### config.mk
export PLATFORM = sky130hd
export DESIGN_NAME = apb_master_bridge_flat
export DESIGN_NICKNAME = d
export VERILOG_FILES = /design/src/rtl/apb_master_bridge_pkg.sv /design/src/rtl/apb_master_bridge_if.sv /design/src/rtl/apb_master_bridge.sv /design/src/flat_wrapper.sv
export SDC_FILE = /design/constraint.sdc
export NUM_CORES = 1
export LEC_CHECK = 0
export CAP_MARGIN = 20
export CORE_MARGIN = 5
export CORE_UTILIZATION = 30
export CTS_CLUSTER_SIZE = 14
export DETAILED_ROUTE_END_ITERATION = 8
export GPL_ROUTABILITY_DRIVEN = 0
export REMOVE_ABC_BUFFERS = 1
export SLEW_MARGIN = 20
export SYNTH_ARGS = -nofsm -noshare
export SYNTH_HDL_FRONTEND = slang
export SYNTH_SLANG_ARGS = --single-unit
### constraint.sdc
create_clock -name PCLK -period 3.5 [get_ports PCLK]
set_input_delay 0.7 -clock PCLK [delete_from_list [all_inputs] [get_ports PCLK]]
set_output_delay 0.7 -clock PCLK [all_outputs]
set_load 0.005 [all_outputs]
### src/rtl/apb_master_bridge_pkg.sv
// Shared types and defaults for the APB requester: FSM state encoding, bus widths,
// and the sizing rule for the wait-state counter.
package apb_master_bridge_pkg;

  typedef enum logic [1:0] {
    IDLE   = 2'd0,
    SETUP  = 2'd1,
    ACCESS = 2'd2
  } apb_state_e;

  localparam int ADDR_W_DEF = 32;
  localparam int DATA_W_DEF = 32;

  // A disabled timeout still needs a one-bit counter to keep the datapath legal.
  function automatic int cnt_width(input int timeout_cycles);
    return (timeout_cycles < 1) ? 1 : $clog2(timeout_cycles + 1);
  endfunction

endpackage

### src/rtl/apb_master_bridge_if.sv
// Command/response port and APB bus of the requester, bundled as one interface.
// The master modport is the bridge's view; the slave modport is the command source plus APB completer.
interface apb_master_bridge_if
  import apb_master_bridge_pkg::*;
#(
  parameter int ADDR_W = ADDR_W_DEF,
  parameter int DATA_W = DATA_W_DEF
) ();
  localparam int STRB_W = DATA_W / 8;

  logic              cmd_valid;
  logic              cmd_ready;
  logic              cmd_write;
  logic [ADDR_W-1:0] cmd_addr;
  logic [DATA_W-1:0] cmd_wdata;
  logic [STRB_W-1:0] cmd_strb;

  logic              rsp_valid;
  logic [DATA_W-1:0] rsp_rdata;
  logic              rsp_err;
  logic              rsp_timeout;

  logic              PSEL;
  logic              PENABLE;
  logic [ADDR_W-1:0] PADDR;
  logic              PWRITE;
  logic [DATA_W-1:0] PWDATA;
  logic [STRB_W-1:0] PSTRB;
  logic [DATA_W-1:0] PRDATA;
  logic              PREADY;
  logic              PSLVERR;

  modport master (
    input  cmd_valid, cmd_write, cmd_addr, cmd_wdata, cmd_strb,
    output cmd_ready,
    output rsp_valid, rsp_rdata, rsp_err, rsp_timeout,
    output PSEL, PENABLE, PADDR, PWRITE, PWDATA, PSTRB,
    input  PRDATA, PREADY, PSLVERR
  );

  modport slave (
    output cmd_valid, cmd_write, cmd_addr, cmd_wdata, cmd_strb,
    input  cmd_ready,
    input  rsp_valid, rsp_rdata, rsp_err, rsp_timeout,
    input  PSEL, PENABLE, PADDR, PWRITE, PWDATA, PSTRB,
    output PRDATA, PREADY, PSLVERR
  );

endinterface

### src/rtl/apb_master_bridge.sv
// APB3/APB4 requester, one transfer at a time; accept edge N -> PSEL N+1, PENABLE N+2, rsp pulse N+3+waits.
// cmd_ready only in IDLE; the rsp pulse has no backpressure; PREADY stalls ACCESS up to TIMEOUT_CYCLES.
module apb_master_bridge
  import apb_master_bridge_pkg::*;
#(
  parameter int ADDR_W         = ADDR_W_DEF,
  parameter int DATA_W         = DATA_W_DEF,
  parameter int TIMEOUT_CYCLES = 64
) (
  input  logic                PCLK,
  input  logic                PRESETn,
  apb_master_bridge_if.master bus
);
  localparam int STRB_W = DATA_W / 8;
  localparam int CNT_W  = cnt_width(TIMEOUT_CYCLES);

  apb_state_e        state;
  apb_state_e        state_nxt;
  logic [CNT_W-1:0]  wait_cnt;
  logic [ADDR_W-1:0] paddr_q;
  logic              pwrite_q;
  logic [DATA_W-1:0] pwdata_q;
  logic [STRB_W-1:0] pstrb_q;
  logic              rsp_valid_q;
  logic [DATA_W-1:0] rsp_rdata_q;
  logic              rsp_err_q;
  logic              rsp_timeout_q;
  logic              psel;
  logic              penable;
  logic              cmd_ready;
  logic              accept;
  logic              in_access;
  logic              timeout_hit;

  assign accept    = bus.cmd_valid && cmd_ready;
  assign in_access = (state == ACCESS);

  // Fires on the TIMEOUT_CYCLES-th stalled ACCESS cycle, i.e. as the counter reaches the limit.
  assign timeout_hit = (TIMEOUT_CYCLES != 0) && in_access && !bus.PREADY &&
                       (wait_cnt == CNT_W'(TIMEOUT_CYCLES - 1));

  always_ff @(posedge PCLK or negedge PRESETn) begin
    if (!PRESETn) begin
      state <= IDLE;
    end else begin
      state <= state_nxt;
    end
  end

  always_comb begin
    state_nxt = state;
    case (state)
      IDLE:    if (bus.cmd_valid) state_nxt = SETUP;
      SETUP:   state_nxt = ACCESS;
      ACCESS:  if (bus.PREADY || timeout_hit) state_nxt = IDLE;
      default: state_nxt = IDLE;
    endcase
  end

  always_comb begin
    psel      = 1'b0;
    penable   = 1'b0;
    cmd_ready = 1'b0;
    case (state)
      IDLE:    cmd_ready = 1'b1;
      SETUP:   psel      = 1'b1;
      ACCESS: begin
        psel    = 1'b1;
        penable = 1'b1;
      end
      default: ;
    endcase
  end

  // Address phase registers change only on acceptance, so they hold through every wait state.
  always_ff @(posedge PCLK or negedge PRESETn) begin
    if (!PRESETn) begin
      paddr_q  <= '0;
      pwrite_q <= 1'b0;
      pwdata_q <= '0;
      pstrb_q  <= '0;
      wait_cnt <= '0;
    end else if (accept) begin
      paddr_q  <= bus.cmd_addr;
      pwrite_q <= bus.cmd_write;
      if (bus.cmd_write) pwdata_q <= bus.cmd_wdata;
      pstrb_q  <= bus.cmd_write ? bus.cmd_strb : '0;
      wait_cnt <= '0;
    end else if (in_access && !bus.PREADY) begin
      wait_cnt <= wait_cnt + 1'b1;
    end
  end

  always_ff @(posedge PCLK or negedge PRESETn) begin
    if (!PRESETn) begin
      rsp_valid_q   <= 1'b0;
      rsp_rdata_q   <= '0;
      rsp_err_q     <= 1'b0;
      rsp_timeout_q <= 1'b0;
    end else begin
      rsp_valid_q <= 1'b0;
      if (in_access && bus.PREADY) begin
        rsp_valid_q   <= 1'b1;
        rsp_rdata_q   <= pwrite_q ? '0 : bus.PRDATA;
        rsp_err_q     <= bus.PSLVERR;
        rsp_timeout_q <= 1'b0;
      end else if (timeout_hit) begin
        rsp_valid_q   <= 1'b1;
        rsp_rdata_q   <= '0;
        rsp_err_q     <= 1'b1;
        rsp_timeout_q <= 1'b1;
      end
    end
  end

  assign bus.cmd_ready   = cmd_ready;
  assign bus.PSEL        = psel;
  assign bus.PENABLE     = penable;
  assign bus.PADDR       = paddr_q;
  assign bus.PWRITE      = pwrite_q;
  assign bus.PWDATA      = pwdata_q;
  assign bus.PSTRB       = pstrb_q;
  assign bus.rsp_valid   = rsp_valid_q;
  assign bus.rsp_rdata   = rsp_rdata_q;
  assign bus.rsp_err     = rsp_err_q;
  assign bus.rsp_timeout = rsp_timeout_q;

endmodule

### src/flat_wrapper.sv
// flat-port wrapper written by rule: the top's interface ports become plain ports
module apb_master_bridge_flat import apb_master_bridge_pkg::*;
#(
  parameter int ADDR_W         = ADDR_W_DEF,
  parameter int DATA_W         = DATA_W_DEF,
  parameter int TIMEOUT_CYCLES = 64
)
  (PCLK, PRESETn, bus_cmd_valid, bus_cmd_write, bus_cmd_addr, bus_cmd_wdata, bus_cmd_strb, bus_cmd_ready, bus_rsp_valid, bus_rsp_rdata, bus_rsp_err, bus_rsp_timeout, bus_PSEL, bus_PENABLE, bus_PADDR, bus_PWRITE, bus_PWDATA, bus_PSTRB, bus_PRDATA, bus_PREADY, bus_PSLVERR);
  apb_master_bridge_if #(.ADDR_W(ADDR_W), .DATA_W(DATA_W)) bus_i ();
  input  logic PCLK;
  input  logic PRESETn;
  input wire logic [$bits(bus_i.cmd_valid)-1:0] bus_cmd_valid;
  input wire logic [$bits(bus_i.cmd_write)-1:0] bus_cmd_write;
  input wire logic [$bits(bus_i.cmd_addr)-1:0] bus_cmd_addr;
  input wire logic [$bits(bus_i.cmd_wdata)-1:0] bus_cmd_wdata;
  input wire logic [$bits(bus_i.cmd_strb)-1:0] bus_cmd_strb;
  output wire logic [$bits(bus_i.cmd_ready)-1:0] bus_cmd_ready;
  output wire logic [$bits(bus_i.rsp_valid)-1:0] bus_rsp_valid;
  output wire logic [$bits(bus_i.rsp_rdata)-1:0] bus_rsp_rdata;
  output wire logic [$bits(bus_i.rsp_err)-1:0] bus_rsp_err;
  output wire logic [$bits(bus_i.rsp_timeout)-1:0] bus_rsp_timeout;
  output wire logic [$bits(bus_i.PSEL)-1:0] bus_PSEL;
  output wire logic [$bits(bus_i.PENABLE)-1:0] bus_PENABLE;
  output wire logic [$bits(bus_i.PADDR)-1:0] bus_PADDR;
  output wire logic [$bits(bus_i.PWRITE)-1:0] bus_PWRITE;
  output wire logic [$bits(bus_i.PWDATA)-1:0] bus_PWDATA;
  output wire logic [$bits(bus_i.PSTRB)-1:0] bus_PSTRB;
  input wire logic [$bits(bus_i.PRDATA)-1:0] bus_PRDATA;
  input wire logic [$bits(bus_i.PREADY)-1:0] bus_PREADY;
  input wire logic [$bits(bus_i.PSLVERR)-1:0] bus_PSLVERR;
  assign bus_i.cmd_valid = bus_cmd_valid;
  assign bus_i.cmd_write = bus_cmd_write;
  assign bus_i.cmd_addr = bus_cmd_addr;
  assign bus_i.cmd_wdata = bus_cmd_wdata;
  assign bus_i.cmd_strb = bus_cmd_strb;
  assign bus_cmd_ready = bus_i.cmd_ready;
  assign bus_rsp_valid = bus_i.rsp_valid;
  assign bus_rsp_rdata = bus_i.rsp_rdata;
  assign bus_rsp_err = bus_i.rsp_err;
  assign bus_rsp_timeout = bus_i.rsp_timeout;
  assign bus_PSEL = bus_i.PSEL;
  assign bus_PENABLE = bus_i.PENABLE;
  assign bus_PADDR = bus_i.PADDR;
  assign bus_PWRITE = bus_i.PWRITE;
  assign bus_PWDATA = bus_i.PWDATA;
  assign bus_PSTRB = bus_i.PSTRB;
  assign bus_i.PRDATA = bus_PRDATA;
  assign bus_i.PREADY = bus_PREADY;
  assign bus_i.PSLVERR = bus_PSLVERR;
  apb_master_bridge #(.ADDR_W(ADDR_W), .DATA_W(DATA_W), .TIMEOUT_CYCLES(TIMEOUT_CYCLES)) u_core (.PCLK(PCLK), .PRESETn(PRESETn), .bus(bus_i));
endmodule
## Word level (Yosys, flattened, before mapping)

Index checks and enable logic that the tools add are counted.

- Add/subtract/negate cells: 1
- Equality and inequality tests: 5
- Multiplexer cells: 17
- Reductions and logical operators: 12

Operators with widths:

| kind | count |
|---|---|
| 2-to-1 mux 32 bit | 3 |
| 2-to-1 mux 7 bit | 2 |
| 2-to-1 mux 1 bit | 8 |
| adder 7 x 1 -> 7 bit (second input constant) | 1 |
| == test 7 x 6 -> 1 bit (second input constant) | 1 |
| one-hot mux 2 bit (3 select lines) | 1 |
| logical AND 1 bit | 4 |
| 2-to-1 mux 2 bit | 2 |
| 2-to-1 mux 4 bit | 1 |
| inequality test 2 bit (second input constant) | 2 |
| AND reduction 2 bit | 2 |
| nonzero test 2 bit | 2 |
| == test 2 x 1 -> 1 bit (second input constant) | 1 |
| == test 2 bit (second input constant) | 1 |
| logical NOT 2 bit | 1 |
| OR reduction 2 bit | 1 |
| logical NOT 1 bit | 1 |
| logical OR 1 bit | 1 |

- Bits of input ports: 106
- Word-level logic and storage cells: 45
- Register bits after elaboration: 113
- Output and inout port bits: 107

## Longest topological paths before layout

- Word-level depth: 6
- Depth in mapped cells: 8
- Depth with buffers taken out: 6

## Worst setup path before layout

OpenSTA, ideal clock, no wires.

- Kind: input to register
- From: in bus_PREADY
- To: reg u_core.rsp_rdata_q[0] (netlist: u_core.bus.rsp_rdata[0])
- Setup time: 0.120 ns
- Setup slack: 1.491 ns
- Stages on the path: 6
- Buffers on the path: 2
- Data required time: 3.380 ns
- Arrival time: 1.889 ns
- Path through: nand2b_4 > or2_1 > or3_1 > buf_6 > buf_6 > a31o_1

- Word-level cells in the longest chain between the ends: 4
- Elaborated cells between the ends (all ways): 6
- Those cells by class: mux: 1; reduce/logical: 5

Ends and longest elaborated chain:

| element | line | source |
|---|---|---|
| start, declared | flat_wrapper.sv:29 | `input wire logic [$bits(bus_i.PREADY)-1:0] bus_PREADY;` |
| logical NOT 1 bit | apb_master_bridge.sv:39 | `assign timeout_hit = (TIMEOUT_CYCLES != 0) && in_access && !bus.PREADY &&` |
| logical AND 1 bit (2 in a row) | apb_master_bridge.sv:39 |  |
| nonzero test 2 bit (no line) | -- |  |
| end signal, assigned | apb_master_bridge.sv:104 | `rsp_rdata_q <= pwrite_q ? '0 : bus.PRDATA;` |
| end, declared | apb_master_bridge.sv:25 | `logic [DATA_W-1:0] rsp_rdata_q;` |

Parallel ways exist; a longest one is shown, timed or not.
A chain may end at the register's enable or synchronous reset.

## Worst setup path after layout

- From: reg u_core.state[0]
- To: out bus_PENABLE

- Word-level cells in the longest chain between the ends: 2

Ends and longest elaborated chain:

| element | line | source |
|---|---|---|
| start, declared | apb_master_bridge.sv:17 | `apb_state_e state;` |
| start signal, assigned | apb_master_bridge.sv:46 | `state <= state_nxt;` |
| == test 2 bit | apb_master_bridge.sv:64 | `case (state)` |
| 2-to-1 mux 1 bit | apb_master_bridge.sv:64 |  |
| end, declared | flat_wrapper.sv:23 | `output wire logic [$bits(bus_i.PENABLE)-1:0] bus_PENABLE;` |

No other way between the ends.

==> metrics.cfg <==
[grt]
grt_pass1_vias=4149
grt_first_pass_wirelength_um=21200
grt_overflow=0
grt_max_degree=59
groute.usage.overall_pct=14.9
antenna_found_initial=0

[placement]
dp_hpwl_um=9290
placed_area_um2=6870
port_buffers=212

[clock_tree]
root_buffer=clkbuf_16
htreeDepth=4
cts_tree=yes
clk_pin_slew_worst_paths_ps=50
postCtsSetupRepairBufs=0
cts.sinks=113
hold_buffers=0
numCtsBuffers=17
post_cts_resized=0
cts_buffer_depth=2
insertion_delay_ps=400

[worst_setup_path]
r2r_start=u_core.state[0]
arrival_ps=1780
cp.required_ps=2800
criticalPathCategory=register to primary output
reg2reg_to=u_core.bus.rsp_rdata[27]
start_kind=register
crit_start=u_core.state[0]
cp-end-kind=primary output
crit_fanout=5
ff2ff_setup_slack_ps=1120
reg2reg_depth=6

[routing]
wl_met1_um=5400
ant_nets=0
wire_per_inst_um=14.8
vias_per_cell=4.52
finalWirelength_um=12800
wl_met3_um=1240
drcViolationCount=0
drt_iter0_drc=173
vias=3904
routed.top_layer=met4
dr.pass1.iters=4
wl_met2_um=5920

[status]
status=complete, no violations

[logic_synthesis]
synth_most_common_cell=nand2_1
async_flop_share_pct=100
yosys_warnings=0
syn_area_um2=4570
synth-seq-cells=113
yosys.area.top_type=dfrtp_1
syn_area_per_cell_um2=10.1
synth.area.top_cells=dfrtp_1 62%, nand2_1 17%, nor3b_1 5.3%, a31o_1 5.2%, clkbuf_1 2.1%
yosysSeqAreaShare_pct=61.9
netlist.area_leader.share_pct=61.9
synthDistinctLibCells=26
synthFlopType=dfrtp_1
synthCells=454
synth_edf_count=0
synth.top_cells.by_count=204 x nand2_1, 113 x dfrtp_1, 32 x nor3b_1

[cells_and_area]
regArea_um2=2830
layout.nets=775
fillers=1415
design_area_um2=7430
n_antenna_cell=0
area_growth_pct=62.6
multi_input_area_um2=1590
drive_gt1_share_pct=6.95

[pwr]
leakage_nw=3.41
switching_power_mw=1.78
pwr-share-clk_pct=26.8
switching_share_pct=29.1
p_per_area_nw_per_um2=825
ir_drop_mv=0.379
seq_power_share_pct=35.5
internal_power_mw=4.35
combPwrFrac_pct=37.7

[sta]
hold_viol=0
worst_slew_pin_slew_ps=764
period_needed_ps=2480
fmax_ghz=0.403
finalSetupViolCount=0
post-route-period-util_pct=71.0
grt_setup_unrepaired=no
clock_skew_ps=7.49
hold_ws_ps=367
final-max-slew-violation-count=0
max_slew_margin_pct=49.0
tns_ps=0

[hold_path]
worstHoldPathType=input port to asynchronous set/reset pin

[die]
pin_count=213
start_util_pct=30.3
rows=45
die_area_um2=17800
die_w_um=133
die_h_um=133
fp.coreArea_um2=15100

[job]
cap_violations=0

==> registers in the layout (all words and copies together) (netlist names), 2 cells and up <==
| register | flops |
|---|---|
| u_core.bus.PADDR | 32 |
| u_core.bus.rsp_rdata | 32 |
| u_core.wait_cnt | 7 |
| u_core.state | 2 |
| u_core.bus.PSTRB | 4 |
| u_core.bus.PWDATA | 32 |
==> cell type report <==
class | count | area share, %
tap | 188 | 3.16
multi-input combinational | 308 | 21.4
clock inverter | 6 | 1.08
inverter | 3 | 0.151
clock buffer | 25 | 6.53
sequential | 113 | 38.0
timing repair buffer | 221 | 29.6
==> metrics by stage <==
step / cells / utilization (%) / setup WS [ps] / total power [mW]
global route: 864 / 49.3 / 935 / 6.58
floorplan: 424 / - / 1000 / 2.95
finish: 864 / 49.3 / 1020 / 6.14
detailed placement: 833 / 45.5 / 629 / 4.55
global placement: 833 / 45.5 / 483 / 4.49
CTS: 864 / 49.3 / 966 / 6.25
==> power groups by stage <==
stage | Combinational [mW] | Sequential, mW | Clock [mW]
floorplan | 0.713 | 2.24 | 0
global placement | 2.32 | 2.17 | 0
detailed placement | 2.36 | 2.19 | 0
CTS | 2.38 | 2.19 | 1.69
global route | 2.57 | 2.26 | 1.75
finish | 2.31 | 2.18 | 1.64
==> layer usage <==
metal | GRT usage (%) | up-vias
met1 | 18.3 | 1839
met4 | 5.77 | 0
met2 | 22.7 | 149
li1 | - | 1894
met5 | 0 | -
met3 | 7.06 | 22
==> placed cells by master, fill, tap and decap left out, types with 3 or more instances in the layout <==
master,count
a21oi_1,3
a22o_1,4
a31o_1,27
a31o_2,5
buf_4,9
clkbuf_1,5
clkbuf_16,17
clkbuf_8,3
clkdlybuf4s50_1,211
clkinv_2,4
dfrtp_1,113
ha_1,5
inv_1,3
nand2_1,203
nor2_1,7
nor3b_1,32
xor2_1,4
==> critical path, stage by stage (launching register included) <==
cell             delay (ps)
dfrtp_1                 390
inv_1                   110
ha_1                    310
clkdlybuf4s50_1         580
==> worst max path at each step <==
stage | depth (start not counted) | endpoint | slack (ps)
2_1_floorplan | 6 | u_core.bus.PWDATA[0] | 1000
3_3_place_gp | 5 | u_core.bus.rsp_rdata[30] | 480
3_5_place_dp | 5 | u_core.bus.rsp_rdata[28] | 630
4_1_cts | 3 | bus_PENABLE | 970
5_1_grt | 3 | bus_PENABLE | 940
6_report | 3 | bus_PENABLE | 1020
==> cells by family after synthesis <==
kind of cell    synth area share [%]
simple gates                    24.4
flops                           61.8
compound gates                  7.36
buf+inv                         3.37
xor+xnor                        1.15
fa+ha+maj                       1.37
mux                            0.493
(Power assumes the default switching activity.)
